--- config.mk ---
export PLATFORM = sky130hd
export DESIGN_NAME = add_seq_master
export DESIGN_NICKNAME = d
export VERILOG_FILES = /design/src/rtl/add_seq_master.sv
export SDC_FILE = /design/constraint.sdc
export NUM_CORES = 1
export LEC_CHECK = 0
export ABC_AREA = 0
export CAP_MARGIN = 20
export CORE_UTILIZATION = 50
export CTS_BUF_LIST = sky130_fd_sc_hd__clkbuf_16
export DETAILED_ROUTE_END_ITERATION = 10
export GPL_TIMING_DRIVEN = 1
export PLACE_DENSITY = 0.87
export SETUP_SLACK_MARGIN = 0.4
export SYNTH_ARGS = -nofsm -noshare
export SYNTH_HDL_FRONTEND = slang
export SYNTH_SLANG_ARGS = --single-unit
--- constraint.sdc ---
create_clock -name i_clk -period 2.65 [get_ports i_clk]
set_input_delay 0.3975 -clock i_clk [delete_from_list [all_inputs] [get_ports i_clk]]
set_output_delay 0.3975 -clock i_clk [all_outputs]
set_load 0.02 [all_outputs]
--- src/rtl/add_seq_master.sv ---
// ---------------------------------------------------------------------------
// add_seq_master
//   Requester side of the nibble-adder en/ready handshake. Latches A, B and
//   the add/sub select, then drives one 4-bit adder one nibble at a time,
//   LSB first. Each nibble's carry-out feeds the next nibble's carry-in. The
//   assembled result, final carry and signed overflow are reported with a
//   one-cycle done pulse.
//
//   Optional feature macro: ADD_SEQ_TIMEOUT_EN
//     When defined, a per-request watchdog aborts a request that has waited
//     TIMEOUT cycles for add_ready. The abort sets err, pulses done and
//     returns result=0, carry=0, ovf=0. When undefined, err is tied to 0.
//
// Ports
//   i_clk, i_reset        clock (rising edge), async active-high reset
//   i_start, i_a, i_b,    operation request; sampled only while idle
//   i_sub                 1 = A-B, 0 = A+B
//   o_add_en, o_add_a,    request to the adder: nibble k of A and of B
//   o_add_b, o_add_cin    (B already inverted for sub), plus running carry
//   i_add_sum, i_add_cout adder response
//   i_add_ready           adder response valid
//   o_result, o_carry,    final values, valid from done until next start
//   o_ovf
//   o_busy, o_done, o_err status
// ---------------------------------------------------------------------------
module add_seq_master #(
  parameter int NIBBLES = 2,
  parameter int TIMEOUT = 16
) (
  input  logic                   i_clk,
  input  logic                   i_reset,
  input  logic                   i_start,
  input  logic [4*NIBBLES-1:0]   i_a,
  input  logic [4*NIBBLES-1:0]   i_b,
  input  logic                   i_sub,
  output logic                   o_add_en,
  output logic [3:0]             o_add_a,
  output logic [3:0]             o_add_b,
  output logic                   o_add_cin,
  input  logic [3:0]             i_add_sum,
  input  logic                   i_add_cout,
  input  logic                   i_add_ready,
  output logic [4*NIBBLES-1:0]   o_result,
  output logic                   o_carry,
  output logic                   o_ovf,
  output logic                   o_busy,
  output logic                   o_done,
  output logic                   o_err
);

  localparam int W  = 4 * NIBBLES;
  localparam int KW = (NIBBLES > 1) ? $clog2(NIBBLES) : 1;

  localparam logic [1:0] S_IDLE = 2'd0;
  localparam logic [1:0] S_REQ  = 2'd1;
  localparam logic [1:0] S_GAP  = 2'd2;
  localparam logic [1:0] S_DONE = 2'd3;

  if (NIBBLES < 1 || NIBBLES > 8 || TIMEOUT < 1) begin : g_bad_param
    $error("add_seq_master: illegal NIBBLES/TIMEOUT");
  end

  logic [1:0]               r_state;
  logic [NIBBLES-1:0][3:0]  r_a;
  logic [NIBBLES-1:0][3:0]  r_b;      // stored pre-inverted for subtraction
  logic [NIBBLES-1:0][3:0]  r_res;
  logic [KW-1:0]            r_k;
  logic                     r_c;      // running carry between nibbles
  logic                     r_carry;
  logic                     r_ovf;

  logic w_req;
  logic w_accept;
  logic w_last;
  logic w_ovf;
  logic w_tmo;

  assign w_req    = (r_state == S_REQ);
  assign w_accept = (r_state == S_IDLE) && i_start;
  assign w_last   = (r_k == KW'(NIBBLES - 1));

  // Carry into the MSB equals sum^a^b at bit 3 of the top nibble; r_c is
  // the carry out of the MSB once the last nibble has been captured.
  assign w_ovf = r_res[NIBBLES-1][3] ^ r_a[NIBBLES-1][3] ^ r_b[NIBBLES-1][3] ^ r_c;

`ifdef ADD_SEQ_TIMEOUT_EN
  localparam int WDW = $clog2(TIMEOUT + 1);

  logic [WDW-1:0] r_wd;
  logic           r_err;

  assign w_tmo = w_req && !i_add_ready && (r_wd == WDW'(TIMEOUT - 1));

  always_ff @(posedge i_clk or posedge i_reset) begin
    if (i_reset) begin
      r_wd  <= '0;
      r_err <= 1'b0;
    end else begin
      if (!w_req)            r_wd <= '0;
      else if (!i_add_ready) r_wd <= r_wd + 1'b1;

      if (w_accept)   r_err <= 1'b0;
      else if (w_tmo) r_err <= 1'b1;
    end
  end

  assign o_err = r_err;
`else
  assign w_tmo = 1'b0;
  assign o_err = 1'b0;
`endif

  always_ff @(posedge i_clk or posedge i_reset) begin
    if (i_reset) begin
      r_state <= S_IDLE;
      r_a     <= '0;
      r_b     <= '0;
      r_res   <= '0;
      r_k     <= '0;
      r_c     <= 1'b0;
      r_carry <= 1'b0;
      r_ovf   <= 1'b0;
    end else begin
      case (r_state)
        S_IDLE: begin
          if (i_start) begin
            r_a     <= i_a;
            r_b     <= i_b ^ {W{i_sub}};
            r_c     <= i_sub;
            r_k     <= '0;
            r_res   <= '0;
            r_state <= S_REQ;
          end
        end
        S_REQ: begin
          if (i_add_ready) begin
            r_res[r_k] <= i_add_sum;
            r_c        <= i_add_cout;
            r_state    <= S_GAP;
          end else if (w_tmo) begin
            r_res   <= '0;
            r_carry <= 1'b0;
            r_ovf   <= 1'b0;
            r_state <= S_DONE;
          end
        end
        S_GAP: begin
          // one idle cycle so the adder drops ready before the next request
          if (w_last) begin
            r_carry <= r_c;
            r_ovf   <= w_ovf;
            r_state <= S_DONE;
          end else begin
            r_k     <= r_k + 1'b1;
            r_state <= S_REQ;
          end
        end
        default: r_state <= S_IDLE;
      endcase
    end
  end

  // Decoded from state so an async reset drops the request at once.
  assign o_add_en  = w_req;
  assign o_add_a   = w_req ? r_a[r_k] : 4'h0;
  assign o_add_b   = w_req ? r_b[r_k] : 4'h0;
  assign o_add_cin = w_req & r_c;
  assign o_result  = r_res;
  assign o_carry   = r_carry;
  assign o_ovf     = r_ovf;
  assign o_busy    = (r_state != S_IDLE);
  assign o_done    = (r_state == S_DONE);

endmodule

==> impl_metrics.csv <==
group,metric,value,unit
synth,syn-num-nets,160,
synth,avgSynthCellArea,11.8,µm²
worst_setup_path,r2r_cells,5,
timing,setup_violations,0,
placement,dp_hpwl,2260,µm
die,die_x,58.3,µm
timing,max_freq,462,MHz
pwr,ir_worst_vdd,0.640,mV
synth,ys_types,32,
cells_and_area,fin_nets,211,
cells_and_area,final_cell_mix,"clkdlybuf4s50_1, dfrtp_1, nor2_1",
clock_network,cts.path.max_buffers,2,
placement,gp_congestion,0.797,
synth,ys_top_cells_by_area,"dfrtp_1, mux2_2, xnor2_1, mux2i_1, nor2_1",
worst_setup_path,critPathRequiredTime,2.25,ns
cells_and_area,stdcell_count,230,
timing,setup_tns,0,ns
clock_network,numCtsBuffers,5,
placement,portBuffers,47,
global_route,grt_start_max_net_pins,31,
timing,fin_crit_sh,81.7,%
synth,synth_area,1580,µm²
cells_and_area,drive_gt1_share,23.1,%
routing,wl_per_cell,14.3,µm
clock_network,cts.clk_slew.worst_paths,0.05,ns
worst_setup_path,worstReg2RegEnd,"r_c",
min_path,whs_path_depth,2,
worst_setup_path,cp_max_fo,20,
clock_network,cts_tree,"done",
cells_and_area,utilization,73.3,%
timing,fin_worst_skew,0.00268,ns
worst_setup_path,start_kind,"flop",
routing,drtIter0Drc,26,
placement,post-place-cells,219,
timing,fin_ws,0.485,ns
clock_network,cts_max_level,2,
timing,rsz0062_at_grt,"false",
worst_setup_path,arrival,1.77,ns
cells_and_area,layout_commonest_cell,"clkdlybuf4s50_1",
synth,synth_top_area_share,47.4,%
worst_setup_path,rrSetupSlack,1.02,ns
placement,pre_cts_ws,0.488,ns
pwr,powerDensity,1230,nW/µm²
synth,syn_inst,134,
worst_setup_path,worstReg2RegStart,"r_state[1]",
flow_run,cap_violations,0,
worst_setup_path,path_class,"flop to output pin",
routing,dr.pass1.iters,4,
synth,synth_seq_cells,30,
die,pin_count,49,
worst_setup_path,setup.worst_path.end_class,"output pin",
timing,drv_slew,0,
timing,period_needed,2.16,ns
cells_and_area,synthToLayoutAreaGrowth,40.1,%
min_path,hold_end,"o_ovf",
synth,ys_warn_count,0,
synth,synth-seq-area-share,47.4,%
global_route,antenna_found_initial,0,
routing,wl,3280,µm
status,status,"finished, final reports clean",
die,start_util,52.3,%
cells_and_area,num_antenna_cells,0,
routing,vias_per_cell,4.91,
routing,route.detailed.drc,0,
die,coreArea,3030,µm²
clock_network,cts_root_buf,"clkbuf_16",
global_route,grt_pass1_vias,1144,
global_route,grt_overflow,0,
clock_network,cts_sinks,30,
routing,detail-route-antenna-nets,0,
min_path,worstHoldStart,"o_ovf",
die,die-area,3400,µm²
timing,hold_viol_final,0,
die,num_rows,20,
min_path,hp-class,"flop to flop",
global_route,grt_first_pass_wirelength,5240,µm
global_route,grt_use_total,21.5,%
routing,vias,1130,
die,die_h,58.3,µm
synth,yosys.area.top_type,"dfrtp_1",
clock_network,insertion_delay,0.28,ns
pwr,cellLeakagePower,0.930,nW
==> state kept, by name (all words and copies together), names as in the netlist <==
register / count
o_result: 8
r_a: 8
r_b: 8
r_state: 2
o_carry: 1
o_ovf: 1
r_c: 1
r_k: 1
==> layer usage <==
metal	GRT usage [%]	vias up	part of all wire (%)	wire length, µm
met5	0	-	0	0
met4	8.16	0	1.6	53
met3	8.71	8	5.4	177
met2	35.3	34	50	1620
met1	25.4	535	43	1420
li1	-	553	-	-
==> synthesized netlist by cell type <==
master	count
a21oi_1	8
a21oi_4	2
and2_2	2
and3_1	3
and3_4	1
buf_2	2
buf_4	2
buf_6	3
clkbuf_2	1
clkbuf_8	1
conb_1	1
dfrtp_1	30
inv_1	2
inv_4	1
mux2_2	13
mux2_4	4
mux2i_1	8
nand2_1	3
nand2b_4	1
nand3_4	1
nand3b_1	2
nand3b_2	1
nor2_1	18
nor3_1	1
nor3b_1	5
nor3b_4	1
nor4_1	1
o21ai_0	2
o22ai_1	1
or2_2	1
or2b_4	1
xnor2_1	11
==> cell type report <==
| cell class | instances | area (µm²) |
|---|---|---|
| Multi-Input combinational cell | 92 | 742 |
| Tap cell | 44 | 55.1 |
| Fill cell | 214 | 808 |
| Clock buffer | 5 | 125 |
| Timing Repair Buffer | 53 | 515 |
| Inverter | 3 | 13.8 |
| Clock inverter | 3 | 12.5 |
| Sequential cell | 30 | 756 |
==> report_power, final <==
| part | internal (W) | switching (W) |
|---|---|---|
| combinational | 0.000711 | 0.000629 |
| clock | 0.000338 | 0.000191 |
| sequential | 0.000668 | 0.000191 |
| total | 0.00172 | 0.00101 |
==> worst max-delay path by stage <==
stage	startpoint	endpoint	slack, ns	cells past startpoint
floorplan	r_state[1]	o_add_a[0]	1.11	4
global placement	r_k	o_add_b[2]	0.52	3
detailed placement	r_k	o_add_a[1]	0.49	3
CTS	r_state[0]	o_add_cin	0.41	4
global route	r_k	o_add_b[2]	0.42	3
finish	r_k	o_add_b[1]	0.49	3
==> stage by stage <==
step	hold WS, ns	cell area [µm²]	power, W
floorplan	0.480	1580	0.00174
global placement	0.463	2050	0.00211
detailed placement	0.478	2050	0.00216
CTS	0.488	2190	0.00270
global route	0.516	2220	0.00289
finish	0.479	2220	0.00273
==> critical path, stage by stage, from the launching register on <==
cell and delay (ns):
dfrtp_4 0.60, mux2i_1 0.16, nor2_1 0.12, clkdlybuf4s50_1 0.62
==> cells by family (layout without fill, tap and decap cells) <==
family                 count (synthesis)  in the layout  synth area share, %
AND/OR/NAND/NOR                       42             42                 16.8
flip-flops                            30             30                 47.4
multiplexers                          25             25                 18.1
AO/OA/AOI/OAI                         13             13                 5.61
buffers and inverters                 12             64                 5.77
XOR/XNOR                              11             11                 6.08
other                                  1              1                0.237
==> what timing repair did <==
item                                    in CTS  in global routing
pin swaps                                    0                  0
hold buffers                                 0                  0
buffers inserted                             0                  3
endpoints found under the setup margin      10                  5
gates resized for setup                      2                  1
Note: power is estimated with default switching activity, not from simulation.
